--- config.mk ---
export PLATFORM = sky130hd
export DESIGN_NAME = regfile_wb_arbiter
export DESIGN_NICKNAME = d
export VERILOG_FILES = /design/src/rtl/regfile_wb_arbiter.sv
export SDC_FILE = /design/constraint.sdc
export NUM_CORES = 1
export LEC_CHECK = 0
export ABC_AREA = 1
export BUFFER_PORTS_ARGS = -buffer_cell sky130_fd_sc_hd__clkbuf_2
export CORE_MARGIN = 2
export CORE_UTILIZATION = 32
export DETAILED_ROUTE_END_ITERATION = 10
export PLACE_DENSITY = 0.63
export SKIP_LAST_GASP = 1
export SYNTH_ARGS = -nofsm -noshare
export SYNTH_HDL_FRONTEND = slang
export SYNTH_SLANG_ARGS = --single-unit
--- constraint.sdc ---
create_clock -name clk -period 4.4 [get_ports clk]
set_input_delay 0.44 -clock clk [delete_from_list [all_inputs] [get_ports clk]]
set_output_delay 0.44 -clock clk [all_outputs]
set_load 0.01 [all_outputs]
--- src/rtl/regfile_wb_arbiter.sv ---
// -----------------------------------------------------------------------------
// regfile_wb_arbiter
//
// Writer side of the register bank's single write port. Merges the in-order
// pipeline's WB result (source A, always accepted, highest priority) with
// results from multicycle units (source B) that arrive through a valid/ready
// handshake into a small FIFO. Exports a mask of registers still waiting in the
// FIFO for the hazard unit, and asks the pipeline to stall when B is starved.
//
// Handshake (source B): a transfer happens on every rising edge where
// b_valid && b_ready. b_ready is a function of the registered FIFO count only
// (it is simply !full), so it never depends combinationally on any input, and
// it stays low while full even if the head is popped in that same cycle.
//
// Ports:
//   clk, reset        clock; synchronous active-high reset
//   a_valid/a_addr/a_data   pipeline WB result (a_addr==0 means no request)
//   b_valid/b_ready/b_addr/b_data   multicycle result handshake
//   we/addr_d/data_d  registered write port towards the register bank
//   pending_mask      bit i set while a buffered B entry targets r_i (bit 0 = 0)
//   stall_req         registered request for the pipeline to stop issuing A
// -----------------------------------------------------------------------------
module regfile_wb_arbiter #(
    parameter int FIFO_DEPTH   = 2,
    parameter int STARVE_LIMIT = 4
) (
    input  logic        clk,
    input  logic        reset,
    input  logic        a_valid,
    input  logic [3:0]  a_addr,
    input  logic [31:0] a_data,
    input  logic        b_valid,
    output logic        b_ready,
    input  logic [3:0]  b_addr,
    input  logic [31:0] b_data,
    output logic        we,
    output logic [3:0]  addr_d,
    output logic [31:0] data_d,
    output logic [15:0] pending_mask,
    output logic        stall_req
);

    localparam int PTR_W = (FIFO_DEPTH > 1) ? $clog2(FIFO_DEPTH) : 1;
    localparam int CNT_W = PTR_W + 1;
    localparam logic [CNT_W-1:0] DEPTH_C = CNT_W'(FIFO_DEPTH);
    localparam logic [3:0]       LIMIT_C = 4'(STARVE_LIMIT);

    // FIFO storage (no reset needed: validity is tracked by count_q)
    logic [3:0]       addr_mem_q [FIFO_DEPTH];
    logic [31:0]      data_mem_q [FIFO_DEPTH];

    logic [PTR_W-1:0] wr_ptr_q, wr_ptr_d;
    logic [PTR_W-1:0] rd_ptr_q, rd_ptr_d;
    logic [CNT_W-1:0] count_q, count_d;
    logic [3:0]       starve_q, starve_d;
    logic             stall_q, stall_d;

    logic             wb_we_q, wb_we_d;
    logic [3:0]       wb_addr_q, wb_addr_d;
    logic [31:0]      wb_data_q, wb_data_d;

    logic             push;
    logic             pop;
    logic             a_win;
    logic             fifo_empty;
    logic [3:0]       head_addr;
    logic [31:0]      head_data;

    assign b_ready    = (count_q != DEPTH_C);
    assign fifo_empty = (count_q == '0);
    assign head_addr  = addr_mem_q[rd_ptr_q];
    assign head_data  = data_mem_q[rd_ptr_q];

    // A write to r0 is a no-op, so it must not block the FIFO from draining.
    assign a_win = a_valid && (a_addr != 4'd0);
    assign push  = b_valid && b_ready;
    assign pop   = !a_win && !fifo_empty;

    always_comb begin
        wr_ptr_d  = wr_ptr_q;
        rd_ptr_d  = rd_ptr_q;
        count_d   = count_q;
        starve_d  = starve_q;
        wb_we_d   = 1'b0;
        wb_addr_d = wb_addr_q;
        wb_data_d = wb_data_q;

        if (push) begin
            wr_ptr_d = wr_ptr_q + PTR_W'(1);
        end
        if (pop) begin
            rd_ptr_d = rd_ptr_q + PTR_W'(1);
        end
        case ({push, pop})
            2'b10:   count_d = count_q + CNT_W'(1);
            2'b01:   count_d = count_q - CNT_W'(1);
            default: count_d = count_q;
        endcase

        // Starvation: counts edges where B has data waiting but lost the port.
        if (fifo_empty || pop) begin
            starve_d = 4'd0;
        end else if (starve_q < LIMIT_C) begin
            starve_d = starve_q + 4'd1;
        end

        if (a_win) begin
            wb_we_d   = 1'b1;
            wb_addr_d = a_addr;
            wb_data_d = a_data;
        end else if (pop) begin
            wb_we_d   = (head_addr != 4'd0);
            wb_addr_d = head_addr;
            wb_data_d = head_data;
        end
    end

    // Registered from the current counter, so the request drops one edge after
    // the first pop clears the counter.
    assign stall_d = (starve_q >= LIMIT_C);

    always_ff @(posedge clk) begin
        if (reset) begin
            wr_ptr_q  <= '0;
            rd_ptr_q  <= '0;
            count_q   <= '0;
            starve_q  <= 4'd0;
            stall_q   <= 1'b0;
            wb_we_q   <= 1'b0;
            wb_addr_q <= 4'd0;
            wb_data_q <= 32'd0;
        end else begin
            wr_ptr_q  <= wr_ptr_d;
            rd_ptr_q  <= rd_ptr_d;
            count_q   <= count_d;
            starve_q  <= starve_d;
            stall_q   <= stall_d;
            wb_we_q   <= wb_we_d;
            wb_addr_q <= wb_addr_d;
            wb_data_q <= wb_data_d;
        end
    end

    always_ff @(posedge clk) begin
        if (push && !reset) begin
            addr_mem_q[wr_ptr_q] <= b_addr;
            data_mem_q[wr_ptr_q] <= b_data;
        end
    end

    // Walk the occupied slots starting at the head; only the first count_q
    // slots after rd_ptr_q hold live entries.
    always_comb begin
        pending_mask = 16'd0;
        for (int k = 0; k < FIFO_DEPTH; k++) begin
            if (CNT_W'(k) < count_q) begin
                pending_mask[addr_mem_q[rd_ptr_q + PTR_W'(k)]] = 1'b1;
            end
        end
        pending_mask[0] = 1'b0;
    end

    assign we        = wb_we_q;
    assign addr_d    = wb_addr_q;
    assign data_d    = wb_data_q;
    assign stall_req = stall_q;

endmodule

==> impl_metrics.ini <==
[status]
status = finished clean

[setup_path]
start_kind = flop
cpPeakStageDelay_ps = 730
crit_buf_inv = 3
critPathTopFamily = buffers and inverters
arrival_ps = 2490
worstSetupEndpointType = output pin
path_class = flop to output pin
path_max_fanout = 26
r2r_cells = 7
crit_chain = inv_1 -> ha_2 -> clkinv_1 -> nand2_4 -> nor2_4 -> nand2_1 -> o21ai_0 -> clkbuf_2
crit-reg2reg-launch = count_q[0]
cp.required_ps = 3960
crit_slowest_cell = clkinv_1
worstReg2RegEnd = addr_d[1]
r2r_slack_ps = 2310

[finish]
finalNetCount = 797
drive_gt1_share_pct = 24.8
antenna_cells = 0
multi_input_area_um2 = 1860
stdcell_area_um2 = 6580
area_growth_pct = 25.0
regArea_um2 = 3100
final.fill_count = 1622
final_cells = 945
final_util_pct = 41.1

[grt]
grt_pass1_vias = 4072
grt_start_max_net_pins = 72
grt_pass1_wl_mm = 21.5
grt_use_total_pct = 16.1
grt-ovfl-total = 0
antenna_found_initial = 0

[timing]
finalWorstPathRequiredPeriod_ps = 2930
hold_slack_ps = 216
maxSlewHeadroom_pct = 26.7
worst_slew_pin_slew_ps = 1100
setup_tns_ps = 0
finalClockSkew_ps = 6.22
hold_viol = 0
rsz0062_at_grt = false
final-setup-viol-count = 0
worst_slack_ps = 1470
slew_viol_final = 0
period_share_pct = 66.7
fmax_ghz = 0.341

[worst_hold_path]
hold_start = b_data[8]
worstHoldPathCells = 1
hp-class = input port to flop
min_to = data_mem_q[0][8]

[clock_network]
clock_latency_ps = 410
tritoncts = built
cts_made_buffers = 17
cts_root_buf = clkbuf_16
clk_path_buf_depth = 2
ctsHoldBuffers = 0
cts_resized = 0
clock_sinks = 119
clkTransAtPathRegs_ps = 50
post_cts_buffers = 0
htree_levels = 4

[placed_design]
dp_cells = 913
dpl-instance-area_um2 = 6070
pre_cts_slack_ps = 1860
post-dp-hpwl_mm = 8.73
portBuffers = 129
place_congestion = 0.770

[routing]
wl_per_cell_um = 14.3
drc = 0
drt-initial-drc-count = 165
routed_wl_mm = 13.5
drtAntennaViolNets = 0
dr.pass1.iters = 4
viasPerCell = 4.54
num_vias = 4288

[yosys]
synth_cell_types = 28
ys.warnings.count = 0
synthTopCellsByArea = edfxtp_1 41%, dfxtp_1 18%, nand2_1 17%
synth.avg_cell_area_um2 = 8.83
synth_edf_count = 72
synth_area_um2 = 5270
post-synth-top-count-cell = nand2_1
synth_seq_cells = 119
synth_top_area_share_pct = 41.1
ys_top_cells_by_count = 232 x nand2_1, 94 x nand3_1, 72 x edfxtp_1, 47 x dfxtp_1, 32 x inv_1
ys_seq_area_share_pct = 58.9
synthCells = 596
synth_top_flop_cell = edfxtp_1
yosys.area.top_type = edfxtp_1
synth_nets = 677
synth_async_sr_flop_share_pct = 0

[floorplan]
rows = 46
start_util_pct = 32.9
ios = 131
die-width_um = 132
die-height_um = 132
die_area_um2 = 17500
core_region_area_um2 = 16000

[power]
report.power.total_mw = 3.58
cellPowerDensity_nw_per_um2 = 544
p_leak_nw = 3.05
p_sw_share_pct = 33.4
netSwitchingPower_mw = 1.19
p_seq_share_pct = 39.0
clkPwrFrac_pct = 33.5
p_int_mw = 2.38
peakVddDrop_mv = 0.267
combPwrFrac_pct = 27.5

[job]
drv_cap = 0
==> final cells by class <==
type / instances / share of cell area [%]
flip-flops and latches: 119 / 47.2
multi-input cells: 406 / 28.3
repair buffers: 135 / 10.5
clock buffers: 26 / 7.43
well taps: 216 / 4.11
inverters: 37 / 2.15
clock inverters: 6 / 0.399
==> cell families after synthesis <==
logic type               synth area share [%]
other                                  0.0712
buffers and inverters                    6.08
XOR/XNOR                                0.333
adder cells (fa/ha/maj)                  1.19
AND/OR/NAND/NOR                          28.7
AO/OA/AOI/OAI                            4.71
flip-flops                               58.9
==> registers in the layout, summed over array words and instances (netlist names), named ones only <==
name,count
starve_q,4
data_d,32
count_q,2
we,1
addr_d,4
rd_ptr_q,1
wr_ptr_q,1
data_mem_q,64
stall_req,1
addr_mem_q,8
==> routing by layer <==
metal / wire length, µm / track usage, % / vias to the layer above
met5: 0 / 0 / -
met4: 235 / 6.63 / 0
met3: 753 / 4.42 / 20
met2: 6450 / 26.3 / 125
met1: 6090 / 20.2 / 1949
li1: - / - / 2194
==> placed cells by master (no fill, tap or decap), drive strengths merged, types with 3 or more instances in the layout <==
| cell type | count |
|---|---|
| clkinv | 7 |
| inv | 36 |
| a21oi | 19 |
| o21ai | 26 |
| buf | 6 |
| nand3 | 94 |
| nor2 | 20 |
| edfxtp | 72 |
| nand2 | 236 |
| ha | 5 |
| dfxtp | 47 |
| nor3 | 3 |
| clkbuf | 155 |
==> worst reg2reg max path, cell delays in order (launching register included) <==
cell and delay [ps]:
dfxtp_1 310, inv_1 120, ha_2 200, clkinv_1 730, nand3_1 420, nand3_1 100, nand2_1 70, inv_1 40
==> worst max path at each step <==
stage / endpoint / startpoint / depth (start not counted)
2_1_floorplan: addr_mem_q[1][0] / count_q[0] / 5
3_3_place_gp: pending_mask[5] / count_q[0] / 8
3_5_place_dp: pending_mask[5] / count_q[0] / 8
4_1_cts: pending_mask[5] / count_q[0] / 8
5_1_grt: pending_mask[15] / count_q[0] / 8
6_report: pending_mask[5] / count_q[0] / 8
==> power groups by stage <==
stage | Clock (mW) | Sequential, mW | Combinational [mW]
after floorplan | 0 | 1.43 | 0.675
after global placement | 0 | 1.42 | 0.983
after detailed placement | 0 | 1.42 | 1.00
after CTS | 1.23 | 1.39 | 1.01
after global routing | 1.29 | 1.41 | 1.12
final | 1.20 | 1.39 | 0.986
Power figures use the tool's default switching activity.
